==> config.mk <==
export PLATFORM = sky130hd
export DESIGN_NAME = aes_round_sequencer
export DESIGN_NICKNAME = d
export VERILOG_FILES = /design/src/rtl/aes_round_sequencer.sv
export SDC_FILE = /design/constraint.sdc
export NUM_CORES = 1
export LEC_CHECK = 0
export ABC_AREA = 1
export CORE_AREA = 2 2 355 357
export CTS_CLUSTER_SIZE = 10
export DETAILED_ROUTE_END_ITERATION = 7
export DIE_AREA = 0 0 357 359
export GPL_TIMING_DRIVEN = 1
export HOLD_SLACK_MARGIN = 0.12
export PLACE_DENSITY = 0.45
export SLEW_MARGIN = 30
export SYNTH_ARGS = -nofsm -noshare
export SYNTH_HDL_FRONTEND = slang
export SYNTH_SLANG_ARGS = --single-unit
==> constraint.sdc <==
create_clock -name clock -period 2.07 [get_ports clock]
set_input_delay 0.414 -clock clock [delete_from_list [all_inputs] [get_ports clock]]
set_output_delay 0.414 -clock clock [all_outputs]
set_load 0.01 [all_outputs]
==> src/rtl/aes_round_sequencer.sv <==
// -----------------------------------------------------------------------------
// aes_round_sequencer
//
// Top-level controller for an iterative AES-128 round core. It takes one
// plaintext/key pair per block and applies the initial AddRoundKey whitening.
// It then issues the round operations to the core one at a time, carrying
// the state and the round key between rounds, and returns the ciphertext.
// A per-round watchdog parks the sequencer in a sticky fault state if the
// core never reports completion.
//
// Ports:
//   clock, resetn            system clock, asynchronous active-low reset
//   in_valid/in_ready        input handshake (in_text, in_key; byte 0 = [7:0])
//   out_valid/out_ready      output handshake (out_text)
//   busy                     high whenever the sequencer is not idle
//   error / err_clr          sticky watchdog fault and its clear
//   core_enable              one-cycle start pulse to the round core
//   core_text/core_key       state and round key presented to the core
//   core_round               round index 0..NUM_ROUNDS-1
//   core_o_text/core_rkey    core results, valid the cycle after core_done
//   core_done                core round-complete pulse
// -----------------------------------------------------------------------------
module aes_round_sequencer #(
    parameter int NUM_ROUNDS = 10,
    parameter int TIMEOUT    = 64
) (
    input  logic         clock,
    input  logic         resetn,
    input  logic         in_valid,
    output logic         in_ready,
    input  logic [127:0] in_text,
    input  logic [127:0] in_key,
    output logic         out_valid,
    input  logic         out_ready,
    output logic [127:0] out_text,
    output logic         busy,
    output logic         error,
    input  logic         err_clr,
    output logic         core_enable,
    output logic [127:0] core_text,
    output logic [127:0] core_key,
    output logic [3:0]   core_round,
    input  logic [127:0] core_o_text,
    input  logic [127:0] core_rkey,
    input  logic         core_done
);

    localparam int WD_W = $clog2(TIMEOUT + 1);

    localparam logic [2:0] S_IDLE    = 3'd0;
    localparam logic [2:0] S_ISSUE   = 3'd1;
    localparam logic [2:0] S_WAIT    = 3'd2;
    localparam logic [2:0] S_CAPTURE = 3'd3;
    localparam logic [2:0] S_OUT     = 3'd4;
    localparam logic [2:0] S_FAULT   = 3'd5;

    localparam logic [3:0]      LAST_ROUND = 4'(NUM_ROUNDS - 1);
    localparam logic [WD_W-1:0] WD_LIMIT   = WD_W'(TIMEOUT - 1);

    logic [2:0]      state_q,    state_d;
    logic [127:0]    text_q,     text_d;
    logic [127:0]    key_q,      key_d;
    logic [3:0]      round_q,    round_d;
    logic [WD_W-1:0] wd_cnt_q,   wd_cnt_d;
    logic [127:0]    out_text_q, out_text_d;

    always_comb begin
        state_d    = state_q;
        text_d     = text_q;
        key_d      = key_q;
        round_d    = round_q;
        wd_cnt_d   = wd_cnt_q;
        out_text_d = out_text_q;

        case (state_q)
            S_IDLE: begin
                if (in_valid) begin
                    // Initial AddRoundKey whitening happens here, so round 0
                    // of the core already sees the whitened state.
                    text_d  = in_text ^ in_key;
                    key_d   = in_key;
                    round_d = 4'd0;
                    state_d = S_ISSUE;
                end
            end

            S_ISSUE: begin
                wd_cnt_d = '0;
                state_d  = S_WAIT;
            end

            S_WAIT: begin
                wd_cnt_d = wd_cnt_q + WD_W'(1);
                // A completion in the very last allowed cycle still wins
                // over the timeout.
                if (core_done) begin
                    state_d = S_CAPTURE;
                end else if (wd_cnt_q == WD_LIMIT) begin
                    state_d = S_FAULT;
                end
            end

            S_CAPTURE: begin
                text_d = core_o_text;
                if (round_q == LAST_ROUND) begin
                    // The core hands back a fixed key after its final round,
                    // so the key register is deliberately left alone.
                    out_text_d = core_o_text;
                    state_d    = S_OUT;
                end else begin
                    key_d   = core_rkey;
                    round_d = round_q + 4'd1;
                    state_d = S_ISSUE;
                end
            end

            S_OUT: begin
                if (out_ready) begin
                    state_d = S_IDLE;
                end
            end

            S_FAULT: begin
                if (err_clr) begin
                    state_d = S_IDLE;
                end
            end

            default: begin
                state_d = S_IDLE;
            end
        endcase
    end

    always_ff @(posedge clock or negedge resetn) begin
        if (!resetn) begin
            state_q    <= S_IDLE;
            text_q     <= '0;
            key_q      <= '0;
            round_q    <= '0;
            wd_cnt_q   <= '0;
            out_text_q <= '0;
        end else begin
            state_q    <= state_d;
            text_q     <= text_d;
            key_q      <= key_d;
            round_q    <= round_d;
            wd_cnt_q   <= wd_cnt_d;
            out_text_q <= out_text_d;
        end
    end

    // All handshake/status outputs are pure state decodes, so an asynchronous
    // reset takes effect on them immediately.
    assign in_ready    = (state_q == S_IDLE);
    assign busy        = (state_q != S_IDLE);
    assign out_valid   = (state_q == S_OUT);
    assign error       = (state_q == S_FAULT);
    assign core_enable = (state_q == S_ISSUE);
    assign out_text    = out_text_q;
    assign core_text   = text_q;
    assign core_key    = key_q;
    assign core_round  = round_q;

endmodule

# Yosys cells after proc, flatten, opt, wreduce, memory -nomap -nowiden
# Cells that the tools add are included.
# word_totals
register_bits	398
latchBits	0
mem_bits_rw	0
mem_bits_ro	0
in_bits	518
out_inout_bits	393
word_cells	45
n_memories	0
# classes
add_sub_neg	2
n_mul	0
n_div	0
magnitude_cmp	0
n_eq_ne	12
n_shift	0
mux	16
n_bitwise	1
reduce_logical	8
# ops
op	count
$pmux 128 s2	2
$mux 128	3
$xor 128x128->128	1
$mux 3	6
$pmux 3 s6	1
$pmux 7 s2	1
$mux 4	2
$pmux 4 s2	1
$add 7x1->7 const B	1
$eq 7x6->1 const B	1
$eq 3x2->1 const B	2
$eq 3x3->1 const B	2
$add 4x1->4 const B	1
$eq 4x4->1 const B	1
$ne 2x1->1 const B	2
$ne 2x2->1 const B	2
$reduce_and 2->1	2
$reduce_and 4->1	1
$reduce_bool 2->1	2
$eq 3x1->1 const B	1
$logic_not 3->1	1
$ne 3x3->1 const B	1
$reduce_and 3->1	1
$reduce_bool 3->1	1

# Logic depth before layout (Yosys ltp)
# Gate-level depths: netlist of the first run.
# logic_depth
ltp_word	4
depth_mapped	11
ltp_nobuf	9

# Worst setup path before layout of the first run
# Ideal clock, no wire load.
# synth_path
path_type	reg-to-reg
startpoint	reg round_q[0], in the netlist core_round[0]
endpoint	reg out_text_q[6], in the netlist out_text[6]
setup_time_ps	83
arrival_time_ps	1572
required_ps	1987
setup_slack_ps	415
path_stages_with_launch	9
n_path_buf	2
period_less_slack_ps	1655
path_cell_list	dfrtp_1 > ha_1 > nand2_1 > nor2_1 > nand2_1 > clkbuf_1 > clkbuf_1 > nand2_1 > o21ai_0
# synth_via
elab_chain_len	2
# synth_rtl
element	line	rtl
start: declaration	63	logic [3:0] round_q, round_d;
start signal: assignment	147	round_q <= round_d;
$eq 4x4->1	105	if (round_q == LAST_ROUND) begin
$reduce_and 2->1 (no source line)	n/a	
end signal: assignment	149	out_text_q <= out_text_d;
end: declaration	65	logic [127:0] out_text_q, out_text_d;
# No other way between the ends.
# A chain may end at the register's enable or synchronous reset.

# Final worst setup path of the first run
# layout_path
startpoint	reg key_q[21], in the netlist core_key[21]
endpoint	out core_key[21]
# layout_lines
element	line	rtl
start: declaration	62	logic [127:0] key_q, key_d;
start signal: assignment	146	key_q <= key_d;
end: declaration	41	output logic [127:0] core_key,
# No word-level cell between the ends.

==> flow_summary.toml, run 1 <==
[status]
status = "complete, no violations"

[logic_synthesis]
synth_edf_count = 0
synth_flop_cell = "dfrtp_1"
yosysWarnings = 0
syn-instance-count = 2441
async_reset_ff_frac = 1.00
avgSynthCellArea_um2 = 7.78
seq_area_frac_synth = 0.525
synthDistinctLibCells = 26
synth_seq_cells = 398
synth_area_um2 = 19000
synth_fp_nets = 2962

[grt]
use_met3 = 0.0359
grt_max_degree = 98
grt_usage = 0.142
grtUsageMet2 = 0.253
grt_overflow_total = 0
grt_pass1_vias = 19275
grt_pass1_wl_um = 134000
antenna_found_initial = 9
gr-usage-met1 = 0.164
busiest_layer = "met2"

[timing]
fin_crit_sh = 0.962
slew_violations = 0
rsz0062_at_grt = "yes"
whs_ns = 0.379
hold_viol = 0
fin_crit_ns = 1.99
finClkSkew_ns = 0.0228
max-slew-margin-rel = 0.676
setup_viol = 0
worstMarginPinSlew_ns = 0.481
max_clock_freq_mhz = 502

[pwr]
peakVddDrop_v = 0.000582
p_leak_nw = 15.2
power_per_cell_area_nw_per_um2 = 1310

[routing]
dr.pass1.iters = 5
wl_per_cell_um = 18.8
drc_errors = 0
wl_um = 95200
vias = 19094
drt-initial-drc-count = 1057
ant_nets = 0
vias_per_cell = 3.76

[cts]
cts_max_path_buffers = 3
cts_buffers = 51
worst_skew_pair.late_latency_ns = 0.61
clock-root-buffer = "clkbuf_16"
cts_max_level = 2
cts.sinks = 398
clkTransAtPathRegs_ns = 0.06
cts_tree = "done"

[floorplan]
die-area_um2 = 128000
core_area_um2 = 125000
rows = 130
start_util = 0.152
die_h_um = 359
io_pins = 911
die_w_um = 357

[finish]
drive_above_1_share = 0.0664
fillers = 13613
final_area_um2 = 32600
flow.area_growth_from_synthesis_pct = 71.6
final_cells = 5076
final_cell_mix = "nand2_1 (1191), clkdlybuf4s50_1 (866), dfrtp_1 (394)"
fin_nets = 3910
mostFrequentLayoutCell = "nand2_1"

[place]
place_area_um2 = 30800
gp_routability_congestion = 0.866
io_buffers = 910
placed_cells = 4972
dp_hpwl_um = 74400

[worst_setup_path]
required_ns = 1.66
critPathMaxFanout = 2
arrival_ns = 1.58
critPathTopFamily = "buffers and inverters"
crit_chain = "clkdlybuf4s50_1"
end_kind = "output port"
crit_path_start = "core_key[21]"
critical_path.startpoint_type = "flip-flop"
r2r-start = "state_q[0]"
crit_buf_inv = 1
cpMaxStageDelayCell = "clkdlybuf4s50_1"
worstSetupPathType = "reg -> out"
cpPeakStageDelay_ns = 0.59

[run]
cap_viol_max_count = 0

[min_path]
hold_path.class = "in -> async"
[report_power, final]
part / internal (mW) / total [mW] / switching (mW)
Clock: 5.19 / 8.84 / 3.65
Sequential: 10.5 / 12.0 / 1.53
Combinational: 9.88 / 21.8 / 11.9
Total: 25.5 / 42.6 / 17.1
[per-layer routing]
| metal | vias up | wire length, um |
|---|---|---|
| li1 | 9480 | - |
| met5 | - | 13 |
| met2 | 622 | 48000 |
| met3 | 110 | 6630 |
| met4 | 2 | 2550 |
| met1 | 8880 | 38100 |
[cell type report]
class / instances / area (um2) / share of cell area
multi-input cells: 1774 / 7960 / 0.244
well taps: 1650 / 2060 / 0.0634
flip-flops and latches: 398 / 9960 / 0.306
repair buffers: 1038 / 10500 / 0.322
clock inverters: 9 / 98.8 / 0.00303
clock buffers: 74 / 1500 / 0.0459
diodes: 7 / 17.5 / 0.000538
inverters: 126 / 475 / 0.0146
[Yosys cell counts, types with 20 or more instances]
cell type	number	area, um2
o21ai_0	228	1140
xor2_1	110	963
nand3_1	37	185
xnor2_1	20	175
dfrtp_1	398	9960
nor2_1	30	113
clkbuf_1	66	248
nand2_1	1194	4480
inv_1	122	458
o21ai_1	118	591
a21oi_1	22	110
buf_2	51	255
[worst paths after layout]
path,endpoint,slack [ns],depth (start not counted)
max,core_key[21],0.08,1
max in group asynchronous,core_key[83],0.91,3
min in group clock,out_text[19],0.39,3
max reg2reg,core_text[68],0.12,11
min reg2reg,out_text[82],0.47,2
min,core_text[58],0.38,2
[registers in the layout, summed over array words and instances, names as in the netlist]
signal / flops
wd_cnt_q: 7
state_q: 3
core_round: 4
core_text: 128
out_text: 128
core_key: 128
[cells by family (layout without fill, tap and decap cells)]
kind of cell / Yosys count / after routing / synth area share
flip-flops: 398 / 398 / 0.525
AO/OA/AOI/OAI: 370 / 370 / 0.0979
other: 0 / 7 / 0
AND/OR/NAND/NOR: 1271 / 1271 / 0.255
adder cells (fa/ha/maj): 3 / 3 / 0.00198
XOR/XNOR: 130 / 130 / 0.0600
buffers and inverters: 269 / 1247 / 0.0603
[metrics by stage]
stage | total power [mW] | setup TNS [ns] | util | setup slack, ns
2_1_floorplan | 21.3 | 0 | - | 0.415
3_3_place_gp | 33.8 | -0.0164 | 0.247 | -0.0164
3_5_place_dp | 33.9 | -0.0728 | 0.247 | -0.0262
4_1_cts | 43.1 | -0.0188 | 0.260 | -0.00952
5_1_grt | 45.7 | -0.0113 | 0.261 | -0.0113
6_report | 42.6 | 0 | 0.262 | 0.0797
[what timing repair did]
item,4_1_cts,5_1_grt
endpoints found under the setup margin,60,35
endpoints found under the hold margin,50,0
cloned,0,2
pin swaps,2,2
resized for setup,60,15
hold buffers,1,0
setup buffers,6,5
No activity file was read; power rests on OpenSTA's default activity.
==> inputs of run 2 (changes only) <==
- CORE_AREA: 2 2 355 357 -> 2 2 356 358
- DIE_AREA: 0 0 357 359 -> 0 0 358 360
- PLACE_DENSITY: 0.45 -> 0.46
- SLEW_MARGIN: 30 -> 20
- clock period: 2.07 -> 1.75 ns (I/O delays scaled with it)
==> flow_summary.toml, run 2 (synthesized netlist as in run 1, its figures left out) <==
[status]
status = "complete, but fails checks"
violations = "setup timing"

[place]
io_buffers = 910
dp_hpwl_um = 75800
gp_routability_congestion = 0.840

[finish]
fin_nets = 4123
final_cell_mix = "nand2_1 (921), clkdlybuf4s50_1 (516), dfrtp_1 (396)"
fillers = 13324
flow.area_growth_from_synthesis_pct = 99.0
mostFrequentLayoutCell = "nand2_1"
drive_above_1_share = 0.229

[cts]
clock-root-buffer = "clkbuf_16"
cts_tree = "done"
cts_max_path_buffers = 3
cts_buffers = 49
clkTransAtPathRegs_ns = 0.06
worst_skew_pair.late_latency_ns = 0.62
cts_max_level = 2
cts.sinks = 398

[routing]
ant_nets = 0
wl_um = 117000
vias_per_cell = 3.95
drc_errors = 0
wl_per_cell_um = 22.1
dr.pass1.iters = 5
drt-initial-drc-count = 1250
vias = 20836

[timing]
fin_ws_ns = -0.180
setup_viol = 339
max_clock_freq_mhz = 518
max-slew-margin-rel = 0.591
tns_ns = -20.76
fin_crit_sh = 1.10
rsz0062_at_grt = "yes"
fin_crit_ns = 1.93
finClkSkew_ns = 0.0221
hold_viol = 0
slew_violations = 0
whs_ns = 0.201
worstMarginPinSlew_ns = 0.614

[floorplan]
core_area_um2 = 125000
rows = 130
io_pins = 911
start_util = 0.152
die_w_um = 358
die_h_um = 360
die-area_um2 = 129000

[worst_setup_path]
critPathMaxFanout = 3
worstSetupPathType = "reg -> out"
cpMostUsedCell = "buf_6"
cpPeakStageDelay_ns = 0.41
crit_chain = "buf_6, buf_6, nor3_4, buf_6"
cpMaxStageDelayCell = "dfrtp_1"
end_kind = "output port"
critical_path.startpoint_type = "flip-flop"
arrival_ns = 1.58
required_ns = 1.40

[grt]
grt_usage = 0.153
antenna_found_initial = 4
grt_pass1_vias = 20103
grt_pass1_wl_um = 144000
grt_max_degree = 62
grt_overflow_total = 0

[pwr]
power.internal_mw = 37.1
power_per_cell_area_nw_per_um2 = 1690
power.switching_mw = 26.8
peakVddDrop_v = 0.000840
power_frac_comb = 0.616
p_total_mw = 63.9
p_leak_nw = 18.1
clkPwrFrac = 0.156
p_seq_frac = 0.228
p_sw_frac = 0.420

[run]
cap_viol_max_count = 0

[min_path]
hold_path.class = "in -> async"
## run 2: cell count changes in the layout (fill, tap and decap cells not counted), moves of 12 or more
cell             delta
dlygate4sd2_1     +328
buf_8              +37
nand2_1           -270
buf_12             +34
o21ai_2            +96
nand2_2           +195
clkdlybuf4s50_1   -350
clkdlybuf4s15_1    +12
buf_6              +46
clkbuf_16          +59
o21ai_0            -88
nand2_4            +74
buf_16             +34
## run 2: through the flow
step | std cells | utilization | worst slack, ns | cell area [um2]
after global routing | 5278 | 0.302 | -0.257 | 37800
final | 5279 | 0.302 | -0.180 | 37800
after detailed placement | 5026 | 0.250 | -0.214 | 31300
after CTS | 5176 | 0.271 | -0.258 | 33800
after floorplan | 2441 | - | 0.0952 | 19000
after global placement | 5026 | 0.250 | -0.161 | 31300
## run 2: path summary, 6_finish.rpt
path / from / to / slack (ns) / depth (start not counted)
min: resetn / core_key[80] / 0.20 / 2
max: state_q[1] / out_valid / -0.18 / 4
max reg2reg: state_q[0] / core_key[31] / -0.15 / 12
max in group asynchronous: resetn / out_text[105] / 0.65 / 3
min in group clock: core_o_text[20] / out_text[20] / 0.31 / 3
min reg2reg: out_text[95] / out_text[95] / 0.47 / 2
## run 2: final cells by class
class / instances / area (um2) / share of cell area
Antenna cell: 1 / 2.50 / 0.0000662
Clock buffer: 72 / 1440 / 0.0380
Clock inverter: 5 / 53.8 / 0.00142
Inverter: 126 / 488 / 0.0129
Multi-Input combinational cell: 1774 / 9470 / 0.251
Sequential cell: 398 / 9960 / 0.264
Tap cell: 1650 / 2060 / 0.0546
Timing Repair Buffer: 1253 / 14300 / 0.379
## run 2: worst max-delay path: cells and delay by family, from the launching register on
| family | cells | cell delay [ns] |
|---|---|---|
| flip-flops | 1 | 0.41 |
| buffers and inverters | 3 | 0.39 |
| AND/OR/NAND/NOR | 1 | 0.15 |
## run 2: power groups by stage
stage / logic [mW] / clock network [mW] / registers (mW)
floorplan: 9.87 / 0 / 15.4
global placement: 26.6 / 0 / 14.2
detailed placement: 26.7 / 0 / 14.2
CTS: 30.6 / 10.3 / 14.0
global route: 42.0 / 10.6 / 14.9
finish: 39.4 / 9.97 / 14.6
## run 2: timing repair
item / 4_1_cts / 5_1_grt
hold buffers: 1 / 0
cloned: 23 / 80
resized for setup: 577 / 692
pin swaps: 6 / 134
endpoints found under the setup margin: 613 / 390
buffers inserted: 54 / 37
endpoints found under the hold margin: 206 / 0
## run 2: metal layers
layer	wire, um	part of all wire	global-route usage
met1	48700	0.42	0.187
met2	57900	0.50	0.271
met3	7760	0.066	0.0346
met4	2410	0.021	0.0351
met5	26	0.00022	0
